`config.mk`:
```
export PLATFORM = sky130hd
export DESIGN_NAME = apb_master_arbiter
export DESIGN_NICKNAME = d
export VERILOG_FILES = /design/src/rtl/apb_arb_pkg.sv /design/src/rtl/apb_master_arbiter_rr.sv /design/src/rtl/apb_master_arbiter.sv
export SDC_FILE = /design/constraint.sdc
export NUM_CORES = 1
export LEC_CHECK = 0
export ABC_AREA = 1
export ABC_CLOCK_PERIOD_IN_PS = 1800
export BUFFER_PORTS_ARGS = -buffer_cell sky130_fd_sc_hd__buf_2
export CAP_MARGIN = 20
export CELL_PAD_IN_SITES_DETAIL_PLACEMENT = 1
export CELL_PAD_IN_SITES_GLOBAL_PLACEMENT = 1
export CORE_ASPECT_RATIO = 0.5
export CORE_UTILIZATION = 30
export CTS_CLUSTER_DIAMETER = 100
export CTS_CLUSTER_SIZE = 8
export DETAILED_ROUTE_END_ITERATION = 10
export GPL_TIMING_DRIVEN = 0
export PLACE_DENSITY_LB_ADDON = 0.1
export SETUP_SLACK_MARGIN = 0.02
export SLEW_MARGIN = 20
export SYNTH_ARGS = -nofsm -noshare
export SYNTH_HDL_FRONTEND = slang
export SYNTH_HIERARCHICAL = 1
export SYNTH_SLANG_ARGS = --single-unit
```
`constraint.sdc`:
```
create_clock -name sclk -period 1.8 [get_ports sclk]
set_input_delay 0.18 -clock sclk [delete_from_list [all_inputs] [get_ports sclk]]
set_output_delay 0.18 -clock sclk [all_outputs]
set_load 0.005 [all_outputs]
```
`src/rtl/apb_arb_pkg.sv`:
```
// Shared types and helpers for the APB master arbiter.
package apb_arb_pkg;

  typedef enum logic [1:0] {
    ST_IDLE   = 2'd0,
    ST_SETUP  = 2'd1,
    ST_ACCESS = 2'd2
  } apb_state_t;

  localparam int DEF_NUM_REQ     = 2;
  localparam int DEF_ADDR_W      = 8;
  localparam int DEF_DATA_W      = 8;
  localparam int DEF_TIMEOUT_CYC = 16;

  // First set bit of req_mask scanning upward from ptr, wrapping at num (max 4).
  function automatic logic [1:0] rr_next(input logic [1:0] ptr,
                                         input logic [3:0] req_mask,
                                         input int         num);
    int idx;
    rr_next = ptr;
    for (int k = 3; k >= 0; k--) begin
      if (k < num) begin
        idx = (int'(ptr) + k) % num;
        if (req_mask[idx]) rr_next = idx[1:0];
      end
    end
  endfunction

endpackage

```
`src/rtl/apb_master_arbiter_rr.sv`:
```
// Round-robin winner selection with a registered priority pointer.
module rr_arbiter
  import apb_arb_pkg::*;
#(
  parameter int NUM_REQ = DEF_NUM_REQ,
  parameter int ID_W    = 1
) (
  input  logic               sclk,
  input  logic               reset,
  input  logic [NUM_REQ-1:0] i_req,
  input  logic               i_advance,
  input  logic [ID_W-1:0]    i_last_id,
  output logic               o_valid,
  output logic [ID_W-1:0]    o_winner
);

  logic [ID_W-1:0] r_ptr;
  logic [3:0]      w_mask;
  logic [1:0]      w_win;

  always_comb begin
    w_mask = '0;
    w_mask[NUM_REQ-1:0] = i_req;
    w_win = rr_next(2'(r_ptr), w_mask, NUM_REQ);
  end

  assign o_valid  = |i_req;
  assign o_winner = w_win[ID_W-1:0];

  always_ff @(posedge sclk) begin
    if (reset) begin
      r_ptr <= '0;
    end else if (i_advance) begin
      r_ptr <= (i_last_id == ID_W'(NUM_REQ - 1)) ? '0 : i_last_id + 1'b1;
    end
  end

endmodule

```
`src/rtl/apb_master_arbiter.sv`:
```
// Shares one APB master port between NUM_REQ requesters with round-robin grants.
// Optional ACCESS-phase timeout abort is enabled by defining APB_TIMEOUT_EN.
module apb_master_arbiter
  import apb_arb_pkg::*;
#(
  parameter int NUM_REQ     = DEF_NUM_REQ,
  parameter int ADDR_W      = DEF_ADDR_W,
  parameter int DATA_W      = DEF_DATA_W,
  parameter int TIMEOUT_CYC = DEF_TIMEOUT_CYC
) (
  input  logic                       sclk,
  input  logic                       reset,
  input  logic [NUM_REQ-1:0]         req,
  input  logic [NUM_REQ-1:0]         req_write,
  input  logic [NUM_REQ*ADDR_W-1:0]  req_addr,
  input  logic [NUM_REQ*DATA_W-1:0]  req_wdata,
  output logic [NUM_REQ-1:0]         done,
  output logic [DATA_W-1:0]          rdata,
  output logic                       err,
  output logic [$clog2(NUM_REQ)-1:0] grant_id,
  output logic [ADDR_W-1:0]          b_paddr,
  output logic                       b_pwrite,
  output logic [DATA_W-1:0]          b_pwdata,
  output logic                       b_psel,
  output logic                       b_penable,
  input  logic [DATA_W-1:0]          b_prdata,
  input  logic                       b_pready
);

  localparam int ID_W = $clog2(NUM_REQ);

  apb_state_t         r_state;
  logic               r_psel;
  logic               r_penable;
  logic [ADDR_W-1:0]  r_paddr;
  logic               r_pwrite;
  logic [DATA_W-1:0]  r_pwdata;
  logic [NUM_REQ-1:0] r_done;
  logic [DATA_W-1:0]  r_rdata;
  logic [ID_W-1:0]    r_grant;

  logic [NUM_REQ-1:0] w_elig;
  logic               w_any;
  logic [ID_W-1:0]    w_winner;
  logic               w_tmo;
  logic               w_finish;

`ifdef APB_TIMEOUT_EN
  localparam int TMO_W = $clog2(TIMEOUT_CYC + 1);
  logic [TMO_W-1:0] r_tmo;
  logic             r_err;
  assign w_tmo = (r_tmo == '0);
  assign err   = r_err;
`else
  assign w_tmo = 1'b0;
  assign err   = 1'b0;
`endif

  // A requester still holding req during its own done pulse must not win again.
  assign w_elig   = req & ~r_done;
  assign w_finish = (r_state == ST_ACCESS) && (b_pready || w_tmo);

  rr_arbiter #(
    .NUM_REQ (NUM_REQ),
    .ID_W    (ID_W)
  ) u_rr (
    .sclk      (sclk),
    .reset     (reset),
    .i_req     (w_elig),
    .i_advance (w_finish),
    .i_last_id (r_grant),
    .o_valid   (w_any),
    .o_winner  (w_winner)
  );

  always_ff @(posedge sclk) begin
    if (reset) begin
      r_state   <= ST_IDLE;
      r_psel    <= 1'b0;
      r_penable <= 1'b0;
      r_paddr   <= '0;
      r_pwrite  <= 1'b0;
      r_pwdata  <= '0;
      r_done    <= '0;
      r_rdata   <= '0;
      r_grant   <= '0;
`ifdef APB_TIMEOUT_EN
      r_tmo     <= '0;
      r_err     <= 1'b0;
`endif
    end else begin
      r_done <= '0;
      case (r_state)
        ST_IDLE: begin
          if (w_any) begin
            r_grant  <= w_winner;
            r_paddr  <= req_addr[int'(w_winner)*ADDR_W +: ADDR_W];
            r_pwdata <= req_wdata[int'(w_winner)*DATA_W +: DATA_W];
            r_pwrite <= req_write[w_winner];
            r_psel   <= 1'b1;
            r_state  <= ST_SETUP;
          end
        end
        ST_SETUP: begin
          r_penable <= 1'b1;
          r_state   <= ST_ACCESS;
`ifdef APB_TIMEOUT_EN
          r_tmo     <= TMO_W'(TIMEOUT_CYC - 1);
`endif
        end
        ST_ACCESS: begin
          if (w_finish) begin
            r_psel          <= 1'b0;
            r_penable       <= 1'b0;
            r_state         <= ST_IDLE;
            r_done[r_grant] <= 1'b1;
            // pready wins over a coincident timeout
            r_rdata         <= (r_pwrite || !b_pready) ? '0 : b_prdata;
`ifdef APB_TIMEOUT_EN
            r_err           <= !b_pready;
`endif
          end
`ifdef APB_TIMEOUT_EN
          else begin
            r_tmo <= r_tmo - 1'b1;
          end
`endif
        end
        default: r_state <= ST_IDLE;
      endcase
    end
  end

  assign done      = r_done;
  assign rdata     = r_rdata;
  assign grant_id  = r_grant;
  assign b_paddr   = r_paddr;
  assign b_pwrite  = r_pwrite;
  assign b_pwdata  = r_pwdata;
  assign b_psel    = r_psel;
  assign b_penable = r_penable;

endmodule

```
## After elaboration in Yosys (flattened, before gate mapping)

Cells that the tools add are included.

- Flip-flop bits (word level): 33
- Input port bits: 47
- Output and inout bits: 31

- $add $sub $neg: 2
- $lt $le $gt $ge: 5
- Equality and inequality tests: 4
- Shifts and indexed selects: 2
- Muxes and demuxes: 20
- Bitwise logic cells: 5
- Reductions and logical operators: 14

Operators by type and width:

| operator | count |
|---|---|
| variable part select 16 x 5 -> 8 bit | 2 |
| 2-to-1 mux 1 bit | 12 |
| 2-to-1 mux 8 bit | 1 |
| AND reduction 2 bit | 4 |
| one-hot mux 2 bit (3 select lines) | 1 |
| less-than comparator 1 x 2 -> 1 bit (second input constant) | 2 |
| less-than comparator 2 x 4 -> 1 bit (second input constant) | 1 |
| 2-to-1 mux 2 bit | 2 |
| inequality test 2 x 1 -> 1 bit (second input constant) | 2 |
| one-hot mux 1 bit (2 select lines) | 2 |
| nonzero test 2 bit | 2 |
| less-than comparator 1 x 3 -> 1 bit (second input constant) | 1 |
| AND reduction 3 bit | 1 |
| OR reduction 3 bit | 1 |
| adder 1 bit (second input constant) | 2 |
| AND 2 bit | 1 |
| binary-select mux 1 bit (select 2 bit) | 1 |
| == test 2 x 1 -> 1 bit (second input constant) | 1 |
| == test 2 bit (second input constant) | 1 |
| logical AND 1 bit | 2 |
| logical NOT 2 bit | 1 |
| NOT 1 bit | 2 |
| NOT 2 bit | 1 |
| OR reduction 2 bit | 1 |
| 5 further kinds | 5 |

## Depth between registers and ports, before layout

- Depth after elaboration: 9
- Gate-level depth with buffers: 11
- Mapped depth without buffers: 9

## Hierarchy

The synthesis kept the hierarchy.

Modules (own cells, without submodules):

| module | instances | cells each | area each (um^2) | sequential area each (um^2) |
|---|---|---|---|---|
| apb_master_arbiter | 1 | 253 | 1572.8 | 640.6 |
| rr_arbiter | 1 | 10 | 57.6 | 20.0 |

## Worst setup path before layout

Ideal clock, no wire load.

- Path kind: register -> register
- From: register r_done[1] (netlist: done[1])
- To: register r_paddr[5] (netlist: b_paddr[5])
- Library setup time: 0.113 ns
- Arrival time: 1.190 ns
- Path slack: 0.497 ns
- Stages on the path, launching flop included: 11
- Period minus slack after synthesis: 1.303 ns
- Cell sequence: dfxtp_1 -> nor2_1 -> nand2_1 -> a21oi_1 -> buf_4 -> inv_4 -> buf_4 -> nand2_1 -> nand2_1 -> nor2_1 -> nor2_1

- Longest elaborated chain between the ends: 8

RTL lines:

| what | RTL line | RTL |
|---|---|---|
| from (decl) | apb_master_arbiter.sv:38 | `logic [NUM_REQ-1:0] r_done;` |
| from (signal assigned) | apb_master_arbiter.sv:84 | `r_done <= '0;` |
| from (signal assigned) | apb_master_arbiter.sv:92 | `r_done <= '0;` |
| from (signal, indexed assignment) | apb_master_arbiter.sv:116 | `r_done[r_grant] <= 1'b1;` |
| NOT 2 bit * | apb_master_arbiter.sv:60 | `assign w_elig = req & ~r_done;` |
| AND 2 bit * | apb_master_arbiter.sv:60 |  |
| net w_elig[1] | apb_master_arbiter.sv:42 | `logic [NUM_REQ-1:0] w_elig;` |
| binary-select mux 1 bit (select 2 bit) | apb_arb_pkg.sv:24 | `if (req_mask[idx]) rr_next = idx[1:0];` |
| 2-to-1 mux 1 bit (implied by the code) (2 in a row) | apb_arb_pkg.sv:24 |  |
| 2-to-1 mux 1 bit | apb_arb_pkg.sv:24 |  |
| 2-to-1 mux 1 bit * | apb_arb_pkg.sv:24 |  |
| net w_winner | apb_master_arbiter.sv:44 | `logic [ID_W-1:0] w_winner;` |
| variable part select 16 x 5 -> 8 bit * | apb_master_arbiter.sv:97 | `r_paddr <= req_addr[int'(w_winner)*ADDR_W +: ADDR_W];` |
| to (signal assigned) | apb_master_arbiter.sv:97 |  |
| to (decl) | apb_master_arbiter.sv:35 | `logic [ADDR_W-1:0] r_paddr;` |

The timed path passes the listed nets; every way through them passes the cells marked *. The select of a mux whose other input is x is not followed.
A chain may end at the register's enable or synchronous reset.

## Final worst setup path

- From: register r_done[1] (netlist: done[1])
- To: register r_paddr[6] (netlist: b_paddr[6])

Same word-level chain as after synthesis.

==> reports/metrics.cfg <==
[setup_path]
worst_ep_required_time_ns = 1.98
arrival_ns = 1.75
cp_max_fo = 10
start_kind = register
end_kind = register
crit_type = reg2reg

[floorplan]
die_w_um = 106.3
die-area_mm2 = 0.005751
start_util = 0.3217
rows = 18
core-area_mm2 = 0.005067
die_h_um = 54.13
ioPinCount = 78

[layout]
multi_input_area_um2 = 749.5
final_nets = 393
antennaDiodeCount = 0
syn2layout_area_growth_pct = 35.84
fillers = 717
drive_above_1_share = 0.2882
register_area_um2 = 660.6

[timing]
tns_ns = 0
hold_viol = 0
setup_slack_ns = 0.2306
rsz0062_at_grt = no
clock.fmax_ghz = 0.6372
fin_crit_sh = 0.8719
setup_viol = 0
finClkSkew_ns = 0.009913
slew_viol_final = 0
post-route-min-period_ns = 1.569

[global_route]
grt_pass1_wl_um = 7307
antenna_found_initial = 0
overflow = 0
grt_util_all_layers = 0.1695
grt_pass1_vias = 1671
grt_max_degree = 11

[yosys]
async_reset_ff_frac = 0
ys_types = 21
synth-seq-area-share = 0.4052
yosys-top-cells-area = dfxtp_1 41%, nand2_1 25%, nor2_1 12%, inv_1 7.8%, a21oi_1 2.8%
postSynthNetCount = 310
ys.flop_type = dfxtp_1
synth_cells = 263
yosysTopAreaCellShare = 0.4052
synth_edf_count = 0
synth_most_common_cell = nand2_1
netlist_area_mm2 = 0.001630
yosys_warnings = 6
yosys.area.top_type = dfxtp_1
yosys-top-cells-count = 110 x nand2_1, 50 x nor2_1, 34 x inv_1
avgSynthCellArea_um2 = 6.199
ys_ff_latch = 33

[clocking]
cts_setup_buffers = 0
htreeDepth = 2
hold_buffers = 0
cts_resized = 0
clk_latency_ns = 0.29
root_buffer = clkbuf_8
numCtsBuffers = 5
cts_sinks = 33
clk_path_buf_depth = 2
clkTransAtPathRegs_ns = 0.07
tritoncts = yes

[place]
port_buffers = 76
hpwl_um = 3527
gp_congestion = 0.7289
dp_slack_ns = 0.2215

[power]
p_leak_nw = 1.298
peakVddDrop_uv = 347.4
powerDensity_mw_per_mm2 = 914.6

[run_status]
status = finished clean

[detailed_routing]
drtIter0Drc = 32
vias = 1769
routed_wl_um = 4537
first_pass_iters = 4
drc = 0
routedWlPerCell_um = 10.88
antenna_left = 0
viasPerCell = 4.242

[hold_path]
hp-class = in2reg

[flow_run]
drv_cap = 0

## registers in the layout, summed over array words and instances (netlist names)
| name | count |
|---|---|
| b_psel | 1 |
| rdata | 8 |
| b_pwdata | 8 |
| b_penable | 1 |
| grant_id | 1 |
| done | 2 |
| b_paddr | 8 |
| b_pwrite | 1 |
| u_rr/r_ptr | 1 |
| r_state | 2 |
## stage by stage
stage / cell area (µm²) / utilization / hold slack, ns / total power, mW / cells
after floorplan: 1630 / - / 0.2491 / 1.125 / 263
after global placement: 2098 / 0.4141 / 0.4114 / 1.294 / 409
after detailed placement: 2098 / 0.4141 / 0.4237 / 1.316 / 409
after CTS: 2215 / 0.4370 / 0.1230 / 2.051 / 417
after global routing: 2215 / 0.4370 / 0.1386 / 2.146 / 417
final: 2215 / 0.4370 / 0.1278 / 2.026 / 417
## final timing paths
kind | endpoint | depth (start not counted) | from | slack (ns)
max | b_paddr[6] | 10 | done[1] | 0.23
min | rdata[1] | 3 | b_prdata[1] | 0.13
max reg2reg | b_paddr[6] | 10 | done[1] | 0.23
min reg2reg | b_penable | 2 | b_penable | 0.49
## power by group
| group | leakage (nW) | switching (mW) | internal (mW) |
|---|---|---|---|
| clock | 0.0585 | 0.282 | 0.452 |
| sequential | 0.272 | 0.0410 | 0.802 |
| combinational | 0.967 | 0.253 | 0.195 |
| total | 1.30 | 0.577 | 1.45 |
## placed cells by master, fill, tap and decap left out, drive strengths merged
| master | instances |
|---|---|
| or2 | 1 |
| buf | 86 |
| o21ai | 1 |
| nand3 | 6 |
| conb | 1 |
| bufinv | 1 |
| nor3 | 1 |
| nand2 | 112 |
| a21oi | 9 |
| dfxtp | 33 |
| clkbuf | 7 |
| nor3b | 1 |
| nor2 | 51 |
| clkinv | 1 |
| inv | 36 |
## cell type report
class	instances	share of cell area
Multi-Input combinational cell	183	0.3384
Sequential cell	33	0.2983
Timing Repair Buffer	76	0.1718
Inverter	37	0.06384
Tap cell	70	0.03955
Clock buffer	7	0.03898
Buffer	10	0.03559
Clock inverter	1	0.01356
## layer usage
layer,track usage,vias to the layer above,share of wire
met5,0,-,0
met3,0.05327,5,0.051
li1,-,930,-
met2,0.3084,42,0.48
met4,0.05556,0,0.013
met1,0.1952,792,0.46
## cell families (layout without fill, tap and decap cells)
logic type             Yosys count  after routing  synth area share
other                            1              1          0.002300
DFF                             33             33            0.4052
buffers and inverters           47            131            0.1351
AOI/OAI and AO/OA               10             10           0.03069
and+or+nand+nor                172            172            0.4267
## worst max-delay path, stage by stage (launching register included)
cell and delay, ns:
dfxtp_1 0.31, nor2_1 0.17, nand2_1 0.08, a21oi_1 0.14, buf_4 0.20, inv_4 0.08
buf_4 0.18, nand2_1 0.06, nand2_1 0.05, nor2_1 0.11, nor2_1 0.08
Note: power is estimated with default switching activity, not from simulation.
